`src/rtl/secure_entry_ctrl.sv`:
```
// Credential-gated data-entry controller with a built-in prescaler tick and timed lockout.
// Optional macro SUBMIT_DEBOUNCE_EN inserts a synchroniser and debouncer on i_submit.
module secure_entry_ctrl #(
  parameter int unsigned       DATA_W      = 4,
  parameter int unsigned       CRED_W      = 4,
  parameter logic [CRED_W-1:0] CRED_KEY    = 4'hA,
  parameter int unsigned       MAX_TRIES   = 3,
  parameter int unsigned       TICK_DIV    = 50000000,
  parameter int unsigned       GRANT_TICKS = 2,
  parameter int unsigned       LOCK_TICKS  = 5,
  parameter int unsigned       DEB_CYC     = 8
) (
  input  logic              clk,
  input  logic              rst,
  input  logic [DATA_W-1:0] i_data,
  input  logic [CRED_W-1:0] i_cred,
  input  logic              i_submit,
  output logic [DATA_W-1:0] o_acc,
  output logic              o_carry,
  output logic [3:0]        o_entries,
  output logic [3:0]        o_tries,
  output logic              o_led,
  output logic              o_err,
  output logic              o_lock,
  output logic              o_tick
);

  localparam int unsigned TickW    = $clog2(TICK_DIV);
  localparam int unsigned MaxDwell = (GRANT_TICKS > LOCK_TICKS) ? GRANT_TICKS : LOCK_TICKS;
  localparam int unsigned CntW     = (MaxDwell > 1) ? $clog2(MaxDwell) : 1;

  localparam logic [TickW-1:0] TickLast  = TickW'(TICK_DIV - 1);
  localparam logic [CntW-1:0]  GrantLast = CntW'(GRANT_TICKS - 1);
  localparam logic [CntW-1:0]  LockLast  = CntW'(LOCK_TICKS - 1);
  localparam logic [3:0]       TriesMax  = 4'(MAX_TRIES);

  typedef enum logic [2:0] {StIdle, StCheck, StGrant, StDeny, StLocked} state_e;

  state_e              state_q, state_d;
  logic [TickW-1:0]    tick_cnt_q, tick_cnt_d;
  logic                tick_q, tick_d;
  logic [CntW-1:0]     st_cnt_q, st_cnt_d;
  logic [CntW-1:0]     dwell_last;
  logic [DATA_W-1:0]   acc_q, acc_d, data_cap_q, data_cap_d;
  logic [CRED_W-1:0]   cred_cap_q, cred_cap_d;
  logic                carry_q, carry_d;
  logic [3:0]          entries_q, entries_d, tries_q, tries_d;
  logic                led_q, led_d, err_q, err_d, lock_q, lock_d;
  logic [DATA_W:0]     sum;
  logic                submit_lvl, submit_q, req;

`ifdef SUBMIT_DEBOUNCE_EN
  localparam int unsigned DebW = $clog2(DEB_CYC + 1);

  logic            sync1_q, sync2_q, deb_q, deb_d;
  logic [DebW-1:0] deb_cnt_q, deb_cnt_d;

  // Filtered level flips only after DEB_CYC consecutive cycles of disagreement.
  always_comb begin
    deb_d     = deb_q;
    deb_cnt_d = '0;
    if (sync2_q != deb_q) begin
      if (deb_cnt_q == DebW'(DEB_CYC - 1)) begin
        deb_d = sync2_q;
      end else begin
        deb_cnt_d = deb_cnt_q + DebW'(1);
      end
    end
  end

  always_ff @(posedge clk) begin
    if (rst) begin
      sync1_q   <= 1'b0;
      sync2_q   <= 1'b0;
      deb_q     <= 1'b0;
      deb_cnt_q <= '0;
    end else begin
      sync1_q   <= i_submit;
      sync2_q   <= sync1_q;
      deb_q     <= deb_d;
      deb_cnt_q <= deb_cnt_d;
    end
  end

  assign submit_lvl = deb_q;
`else
  logic unused_deb;
  assign unused_deb = (DEB_CYC == 0);
  assign submit_lvl = i_submit;
`endif

  assign req = submit_lvl & ~submit_q;

  always_comb begin
    tick_cnt_d = (tick_cnt_q == TickLast) ? '0 : tick_cnt_q + TickW'(1);
    tick_d     = (tick_cnt_d == TickLast);
  end

  always_comb begin
    unique case (state_q)
      StGrant:  dwell_last = GrantLast;
      StLocked: dwell_last = LockLast;
      default:  dwell_last = '0;
    endcase
  end

  always_comb begin
    state_d    = state_q;
    st_cnt_d   = st_cnt_q;
    acc_d      = acc_q;
    carry_d    = carry_q;
    entries_d  = entries_q;
    tries_d    = tries_q;
    data_cap_d = data_cap_q;
    cred_cap_d = cred_cap_q;
    sum        = {1'b0, acc_q} + {1'b0, data_cap_q};

    unique case (state_q)
      StIdle: begin
        if (req) begin
          data_cap_d = i_data;
          cred_cap_d = i_cred;
          state_d    = StCheck;
        end
      end
      StCheck: begin
        st_cnt_d = '0;
        if (cred_cap_q == CRED_KEY) begin
          state_d = StGrant;
          {carry_d, acc_d} = sum;
          if (entries_q != 4'hF) entries_d = entries_q + 4'd1;
          tries_d = 4'd0;
        end else if (tries_q + 4'd1 == TriesMax) begin
          state_d = StLocked;
          tries_d = TriesMax;
        end else begin
          state_d = StDeny;
          tries_d = tries_q + 4'd1;
        end
      end
      StGrant, StDeny, StLocked: begin
        if (tick_q) begin
          if (st_cnt_q == dwell_last) begin
            state_d = StIdle;
            if (state_q == StLocked) tries_d = 4'd0;
          end else begin
            st_cnt_d = st_cnt_q + CntW'(1);
          end
        end
      end
      default: state_d = StIdle;
    endcase

    led_d  = (state_d == StGrant);
    err_d  = (state_d == StDeny);
    lock_d = (state_d == StLocked);
  end

  always_ff @(posedge clk) begin
    if (rst) begin
      state_q    <= StIdle;
      tick_cnt_q <= '0;
      tick_q     <= 1'b0;
      st_cnt_q   <= '0;
      acc_q      <= '0;
      carry_q    <= 1'b0;
      entries_q  <= 4'd0;
      tries_q    <= 4'd0;
      data_cap_q <= '0;
      cred_cap_q <= '0;
      led_q      <= 1'b0;
      err_q      <= 1'b0;
      lock_q     <= 1'b0;
      submit_q   <= 1'b0;
    end else begin
      state_q    <= state_d;
      tick_cnt_q <= tick_cnt_d;
      tick_q     <= tick_d;
      st_cnt_q   <= st_cnt_d;
      acc_q      <= acc_d;
      carry_q    <= carry_d;
      entries_q  <= entries_d;
      tries_q    <= tries_d;
      data_cap_q <= data_cap_d;
      cred_cap_q <= cred_cap_d;
      led_q      <= led_d;
      err_q      <= err_d;
      lock_q     <= lock_d;
      submit_q   <= submit_lvl;
    end
  end

  assign o_acc     = acc_q;
  assign o_carry   = carry_q;
  assign o_entries = entries_q;
  assign o_tries   = tries_q;
  assign o_led     = led_q;
  assign o_err     = err_q;
  assign o_lock    = lock_q;
  assign o_tick    = tick_q;

endmodule

```
`config.mk`:
```
export PLATFORM = sky130hd
export DESIGN_NAME = secure_entry_ctrl
export DESIGN_NICKNAME = d
export VERILOG_FILES = /design/src/rtl/secure_entry_ctrl.sv
export SDC_FILE = /design/constraint.sdc
export NUM_CORES = 1
export LEC_CHECK = 0
export ABC_AREA = 1
export BUFFER_PORTS_ARGS = -buffer_cell sky130_fd_sc_hd__buf_2
export CAP_MARGIN = 25
export CORE_AREA = 2 2 76 78
export DETAILED_ROUTE_END_ITERATION = 8
export DIE_AREA = 0 0 78 80
export PLACE_DENSITY = 0.78
export REMOVE_ABC_BUFFERS = 1
export SKIP_CTS_REPAIR_TIMING = 1
export SLEW_MARGIN = 0
export SYNTH_ARGS = -nofsm -noshare
export SYNTH_HDL_FRONTEND = slang
export SYNTH_SLANG_ARGS = --single-unit
export TNS_END_PERCENT = 10
```
`constraint.sdc`:
```
create_clock -name clk -period 1.95 [get_ports clk]
set_input_delay 0.0975 -clock clk [delete_from_list [all_inputs] [get_ports clk]]
set_output_delay 0.0975 -clock clk [all_outputs]
set_load 0.02 [all_outputs]
```
==> results by group, run 1 <==
Power
  – Power density over cell area: roughly 810 nW/um2
  – Worst IR Drop VDD: 409 uV
  – Leakage: 0.00161 uW

Die
  – Row count: 27
  – Ports: 28
  – Core Area: about 5400 um2
  – Die span in x: ~78 um
  – Total Die Area: 6240 um2
  – Initial core utilization: between 50% and 60%
  – Die Span Y: approximately 80 um

Drt
  – ANT nets after route: 0
  – DR pass1 iterations: 5
  – DRC viols: 0
  – Vias: roughly 3100
  – Avg WL per Cell: around 13 um
  – Vias per cell: around 5.2
  – DRT iter0 DRCs: 150
  – Drt total wl: roughly 7.5 mm

Worst setup path
  – WS Path Type: reg -> reg
  – Reg2Reg Setup Slack: 140 ps
  – Critical Path RT: 2230 ps
  – RR Endpoint: o_tick
  – CP max stage delay: 410 ps
  – Arrival time at the worst endpoint: approximately 2100 ps
  – CP Launch Type: flip-flop
  – CP cell instances: nand2_1 -> nor2_1 -> nand2_1 -> nor2_1 -> nand2_1 -> nand2_1 -> nand2_1 -> inv_1 -> nand3_1 -> nor2_1 -> nand3_1 -> nor2_1
  – CP max-delay cell: dfxtp_1
  – Setup crit end kind: flip-flop
  – Critical path's top delay family: simple AND/OR/NAND/NOR gates
  – Register-to-Register Path Depth: 12
  – Worst path most repeated cell: nand2_1
  – Worst r2r src: tick_cnt_q[15]
  – Worst-path fanout max: 5
  – Worst path bufs/invs: 1

Layout
  – Layout area overhead: 17.3%
  – Nets: around 540
  – Fin cells: between 500 and 600
  – Layout cells sized above 1: about 15%
  – Area of the multi-input gates: between 1500 and 2000 um2
  – FF/Latch Area: roughly 1200 um2
  – Finished Cell Area: around 3700 um2
  – Fillcell total: between 400 and 500
  – Ant diodes: 0

Placed design
  – Routability cong.: ~1
  – Placed Instances: 579
  – Place WS: about 170 ps
  – Dpl cell area: 3390 um2
  – HPWL Detailed: approximately 5.7 mm
  – # port buffers: 27

Logic synthesis
  – Synth cell types: 30
  – Syn Inst Count: 479
  – Synth Area per Inst: about 6.5 um2
  – Register area share after synthesis: 37.1%
  – Synth Cell Area: approximately 3100 um2
  – FF+latch count, synth: 58
  – Yosys warnings: 0

STA
  – PnR worst setup slack: around 140 ps
  – Final Cycle Share: between 90% and 100%
  – Final Hold Fails: 5
  – Setup_tns: 0 ps
  – Max Freq: roughly 0.55 GHz
  – Minimum clock period: ~1800 ps
  – Max-slew violations: 0
  – Hold WS: -21.6 ps
  – Final setup viols: 0
  – Worst slew pin tran: ~630 ps
  – Clock Skew: ~6 ps
  – Worst slew margin: about 58%

Clock network
  – TritonCTS Buffers: 9
  – CTS root buf: clkbuf_8
  – Clock transition at path regs: about 70 ps
  – Number of H-tree levels: 3
  – Sink Count: 58
  – CTS Buffer Depth: 2
  – Clk_lat worst skew: 350 ps
  – CTS tree: built

Hold path
  – Hold path depth: 3
  – Hold EP: cred_cap_q[2]
  – Hold Crit Class: in -> reg
  – Hold path startpoint: i_cred[2]

GRT
  – First-pass GRT wire length: 12.9 mm
  – Gr ovfl total: 0
  – Vias in the first global route: 2966
  – Initial antenna violation count: 0
  – Overall Global Routing Usage: a little over a quarter
  – Largest net degree at the start of global routing: 26

Flow run
  – Max_cap viols: 0

Status
  – Failing checks: negative hold slack
  – Outcome: finished, violations left
## stage by stage
step | util [%] | power [uW]
2_1_floorplan | - | 1520
4_1_cts | 67.2 | 2980
5_1_grt | 68.0 | 3080
6_report | 68.0 | 2960
3_3_place_gp | 62.7 | 1610
3_5_place_dp | 62.7 | 1620
## worst reg2reg max path, cell delays in order (launching register included)
cell     delay (ps)
dfxtp_1         410
nand2_1         100
nor2_1          280
nand2_1         140
nor2_1          200
nand2_1          70
nand2_1          60
nand2_1          70
inv_1            90
nand3_1          80
nor2_1           80
nand3_1          70
nor2_1          100
## worst max path at each step
stage / from / depth (start not counted) / slack, ps / endpoint
6_report: tick_cnt_q[15] / 12 / 140 / o_tick
4_1_cts: tick_cnt_q[0] / 12 / 140 / o_tick
2_1_floorplan: state_q[2] / 8 / 340 / o_entries[3]
5_1_grt: tick_cnt_q[13] / 12 / -60 / o_tick
3_5_place_dp: tick_cnt_q[0] / 12 / 170 / o_tick
3_3_place_gp: tick_cnt_q[0] / 12 / 240 / o_tick
## per-layer routing
layer	GRT usage [%]	vias up	share of wire (%)
met5	0	-	0
met4	14.4	0	3.7
met3	4.41	27	7.0
met2	45.8	113	48
li1	-	1600	-
met1	31.1	1372	42
## layout by cell type (no fill, tap or decap), types with 2 or more instances in the layout
| cell | netlist | layout |
|---|---|---|
| dfxtp_1 | 58 | 57 |
| o21ai_1 | 2 | 2 |
| ha_1 | 9 | 8 |
| inv_1 | 60 | 60 |
| a21oi_1 | 22 | 22 |
| bufinv_16 | 0 | 3 |
| clkinv_2 | 0 | 2 |
| nor2_2 | 5 | 8 |
| nor2_1 | 102 | 99 |
| o21ai_0 | 21 | 21 |
| nor2_4 | 5 | 5 |
| nand2_2 | 2 | 2 |
| nand2_1 | 108 | 108 |
| a211oi_1 | 2 | 2 |
| clkbuf_8 | 0 | 9 |
| nor3_1 | 14 | 14 |
| buf_2 | 0 | 27 |
| nand3_1 | 31 | 31 |
| xor2_1 | 10 | 9 |
| clkinv_4 | 0 | 2 |
| buf_4 | 0 | 9 |
| inv_2 | 5 | 5 |
| nand4_1 | 6 | 6 |
## power breakdown
part           internal [uW]  switching (uW)  total, uW
clock network            848             515       1360
logic                    114             207        320
registers               1240            38.9       1280
total                   2200             761       2960
## cell usage after synthesis
cell,n,area [um2]
xnor2_1,1,8.76
buf_1,2,7.51
nor4_1,1,6.26
a211oi_1,2,15.0
nor2_2,5,31.3
a211oi_2,1,12.5
nand2_2,2,12.5
ha_1,9,113
nor3_1,14,70.1
o31ai_1,1,7.51
clkinv_1,1,3.75
nand2_4,1,11.3
nor2_4,5,56.3
clkbuf_1,4,15.0
nor4_4,1,21.3
nand4_1,6,37.5
o21ai_1,2,10.0
a21oi_1,22,110
dfxtp_1,58,1160
xor2_1,10,87.6
o21ai_0,21,105
o211ai_1,1,7.51
a31oi_1,1,6.26
nand2_1,108,405
a21oi_2,1,8.76
inv_2,5,18.8
nor2_1,102,383
inv_1,60,225
nand3_1,31,155
fa_1,1,20.0
## cells by family (layout without fill, tap and decap cells)
logic type               count (synthesis)  in the layout  synth area share [%]
AND/OR/NAND/NOR                        276            276                  38.0
buffers and inverters                   72            119                  8.63
flip-flops                              58             58                  37.1
AO/OA/AOI/OAI                           52             52                  9.03
XOR/XNOR                                11             11                  3.08
adder cells (fa/ha/maj)                 10             10                  4.23
## sequential cells by signal (all words and copies together), names as in the netlist
name        flops
tick_cnt_q     26
cred_cap_q      4
data_cap_q      4
o_acc           4
o_entries       4
o_tries         4
st_cnt_q        3
state_q         3
o_carry         1
o_err           1
o_led           1
o_lock          1
o_tick          1
submit_q        1
## layout make-up
cell class                 count  area share, %
timing repair buffer          37           5.79
tap                           72           2.45
sequential                    58           31.6
clock buffer                   9           3.37
clock inverter                 7           3.20
inverter                      66           6.74
multi-input combinational    349           46.8
Power figures use the tool's default switching activity.
==> run 2: changes to the inputs <==
- CELL_PAD_IN_SITES_DETAIL_PLACEMENT: unset -> 0
- CELL_PAD_IN_SITES_GLOBAL_PLACEMENT: unset -> 2
- CORE_AREA: 2 2 76 78 -> 2 2 101 103
- DIE_AREA: 0 0 78 80 -> 0 0 103 105
- PLACE_DENSITY: 0.78 -> unset
- PLACE_DENSITY_LB_ADDON: unset -> 0.1
==> run 2 against run 1 <==
The flow still finishes with violations (negative hold slack). First-iteration DRC count decreased by 42%. Total power decreased by 1.6%. Clock skew increased by 7.7 ps. Worst setup slack improved by 66 ps. Largest cell class unchanged. Worst hold slack improved by 17 ps.
==> results by group, run 2 (same netlist as run 1, synthesis figures left out) <==
Status
  – Outcome: finished, violations left
  – Failing checks: negative hold slack

STA
  – Final Hold Fails: 2
  – RSZ-0062 raised after global routing: no
  – Minimum clock period: approximately 1700 ps
  – Max Freq: between 0.5 and 0.6 GHz
  – Setup_tns: 0 ps
  – Clock Skew: between 10 and 15 ps
  – Hold WS: -4.80 ps
  – Worst slew margin: a little under three fifths
  – Final setup viols: 0
  – Final Cycle Share: around 89%
  – Max-slew violations: 0
  – Worst slew pin tran: ~630 ps

Clock network
  – Sink Count: 58
  – CTS Buffer Depth: 2
  – Number of H-tree levels: 3
  – CTS root buf: clkbuf_8
  – Clk_lat worst skew: 350 ps
  – Clock transition at path regs: about 70 ps
  – TritonCTS Buffers: 9
  – CTS tree: built

Drt
  – ANT nets after route: 0
  – Avg WL per Cell: between 10 and 15 um
  – Vias: around 3000
  – DRT iter0 DRCs: 87
  – Vias per cell: around 4.5
  – Drt total wl: 8.36 mm
  – DRC viols: 0
  – DR pass1 iterations: 4

Layout
  – FF/Latch Area: ~1200 um2
  – Area of the multi-input gates: around 1700 um2
  – Number of flip-flops in the largest register: 26
  – Largest Register: tick_cnt_q
  – Nets: 550
  – Most frequent cells in the layout: nand2_1, nor2_1, inv_1
  – Leading cell type in the layout, fill and taps excluded: nand2_1
  – Fin cells: around 670
  – Layout area overhead: 22.2%
  – Layout cells sized above 1: 15.2%
  – Fillcell total: about 1100
  – Finished Cell Area: approximately 3800 um2
  – Ant diodes: 0

Worst setup path
  – CP max-delay cell: dfxtp_2
  – CP max stage delay: between 300 and 400 ps
  – Critical Path RT: between 2000 and 2500 ps
  – WS Path Type: reg -> reg
  – Worst path bufs/invs: 0
  – CP Launch Type: flip-flop
  – Setup crit end kind: flip-flop
  – Critical path's top delay family: simple AND/OR/NAND/NOR gates
  – Worst r2r src: tick_cnt_q[0]
  – Arrival time at the worst endpoint: 2020 ps
  – Worst setup path start: tick_cnt_q[0]
  – Reg2Reg Setup Slack: about 210 ps
  – Worst-path fanout max: 4
  – CP cell instances: ha_2 -> nand3_1 -> nor2_1 -> nand3_1 -> nand2_1 -> nand3_1 -> nor2_1 -> nand2_1 -> nor2_1 -> nand3_1 -> nor2_1

Die
  – Ports: 28
  – Total Die Area: approximately 11000 um2
  – Die span in x: between 100 and 150 um
  – Initial core utilization: between 30% and 40%
  – Die Span Y: 105 um
  – Row count: 36
  – Core Area: slightly below 10000 um2

Placed design
  – Routability cong.: around 0.86
  – Placed Instances: ~640
  – Dpl cell area: around 3500 um2
  – # port buffers: 27
  – HPWL Detailed: 6.28 mm

GRT
  – Gr ovfl total: 0
  – First-pass GRT wire length: 14.0 mm
  – Largest net degree at the start of global routing: 26
  – Overall Global Routing Usage: between 10% and 20%
  – Vias in the first global route: 2975
  – Initial antenna violation count: 0

Hold path
  – Hold Crit Class: in -> reg
  – Hold path startpoint: i_data[0]

Power
  – Power density over cell area: roughly 760 nW/um2
  – Leakage: between 0.0015 and 0.002 uW
  – Worst IR Drop VDD: roughly 330 uV

Flow run
  – Max_cap viols: 0
## run 2: worst paths after layout
kind / end / cells after the start
min: data_cap_q[0] / 3
max: o_tick / 11
max reg2reg: o_tick / 11
min reg2reg: tick_cnt_q[0] / 1
## run 2: routing by layer
metal  vias to the layer above  routed length (um)  track usage (%)
met4                         0                 276             8.08
met3                        18                 296             4.55
met5                         -                   0                0
met1                      1316                3820             20.0
met2                        46                3970             27.6
li1                       1616                   -                -
## run 2: tightest hold or removal path: cells and delay by family
kind / cells / cell delay, ps
simple gates: 2 / 120
buf+inv: 1 / 80
## run 2: cell type report
cell class,count,area share (%)
repair buffers,45,7.78
well taps,133,4.34
clock buffers,12,4.05
inverters,66,6.47
clock inverters,4,1.93
multi-input cells,349,45.1
flip-flops and latches,58,30.4
## run 2: metrics by stage
stage                     worst slack (ps)  power [uW]  hold WS (ps)  utilization (%)
after floorplan                        340        1520           167                -
after global placement               -20.9        1630           329             36.4
after detailed placement              9.24        1630           326             36.4
after CTS                            -3.97        2960         -45.2             38.8
after global routing                 0.767        3070          9.16             39.7
final                                  210        2910         -4.80             39.7
## run 2: power breakdown
group / leakage [uW] / internal (uW) / switching, uW
Sequential: 0.000471 / 1240 / 36.7
Clock: 0.000117 / 790 / 514
Combinational: 0.00106 / 124 / 210
Total: 0.00164 / 2150 / 760
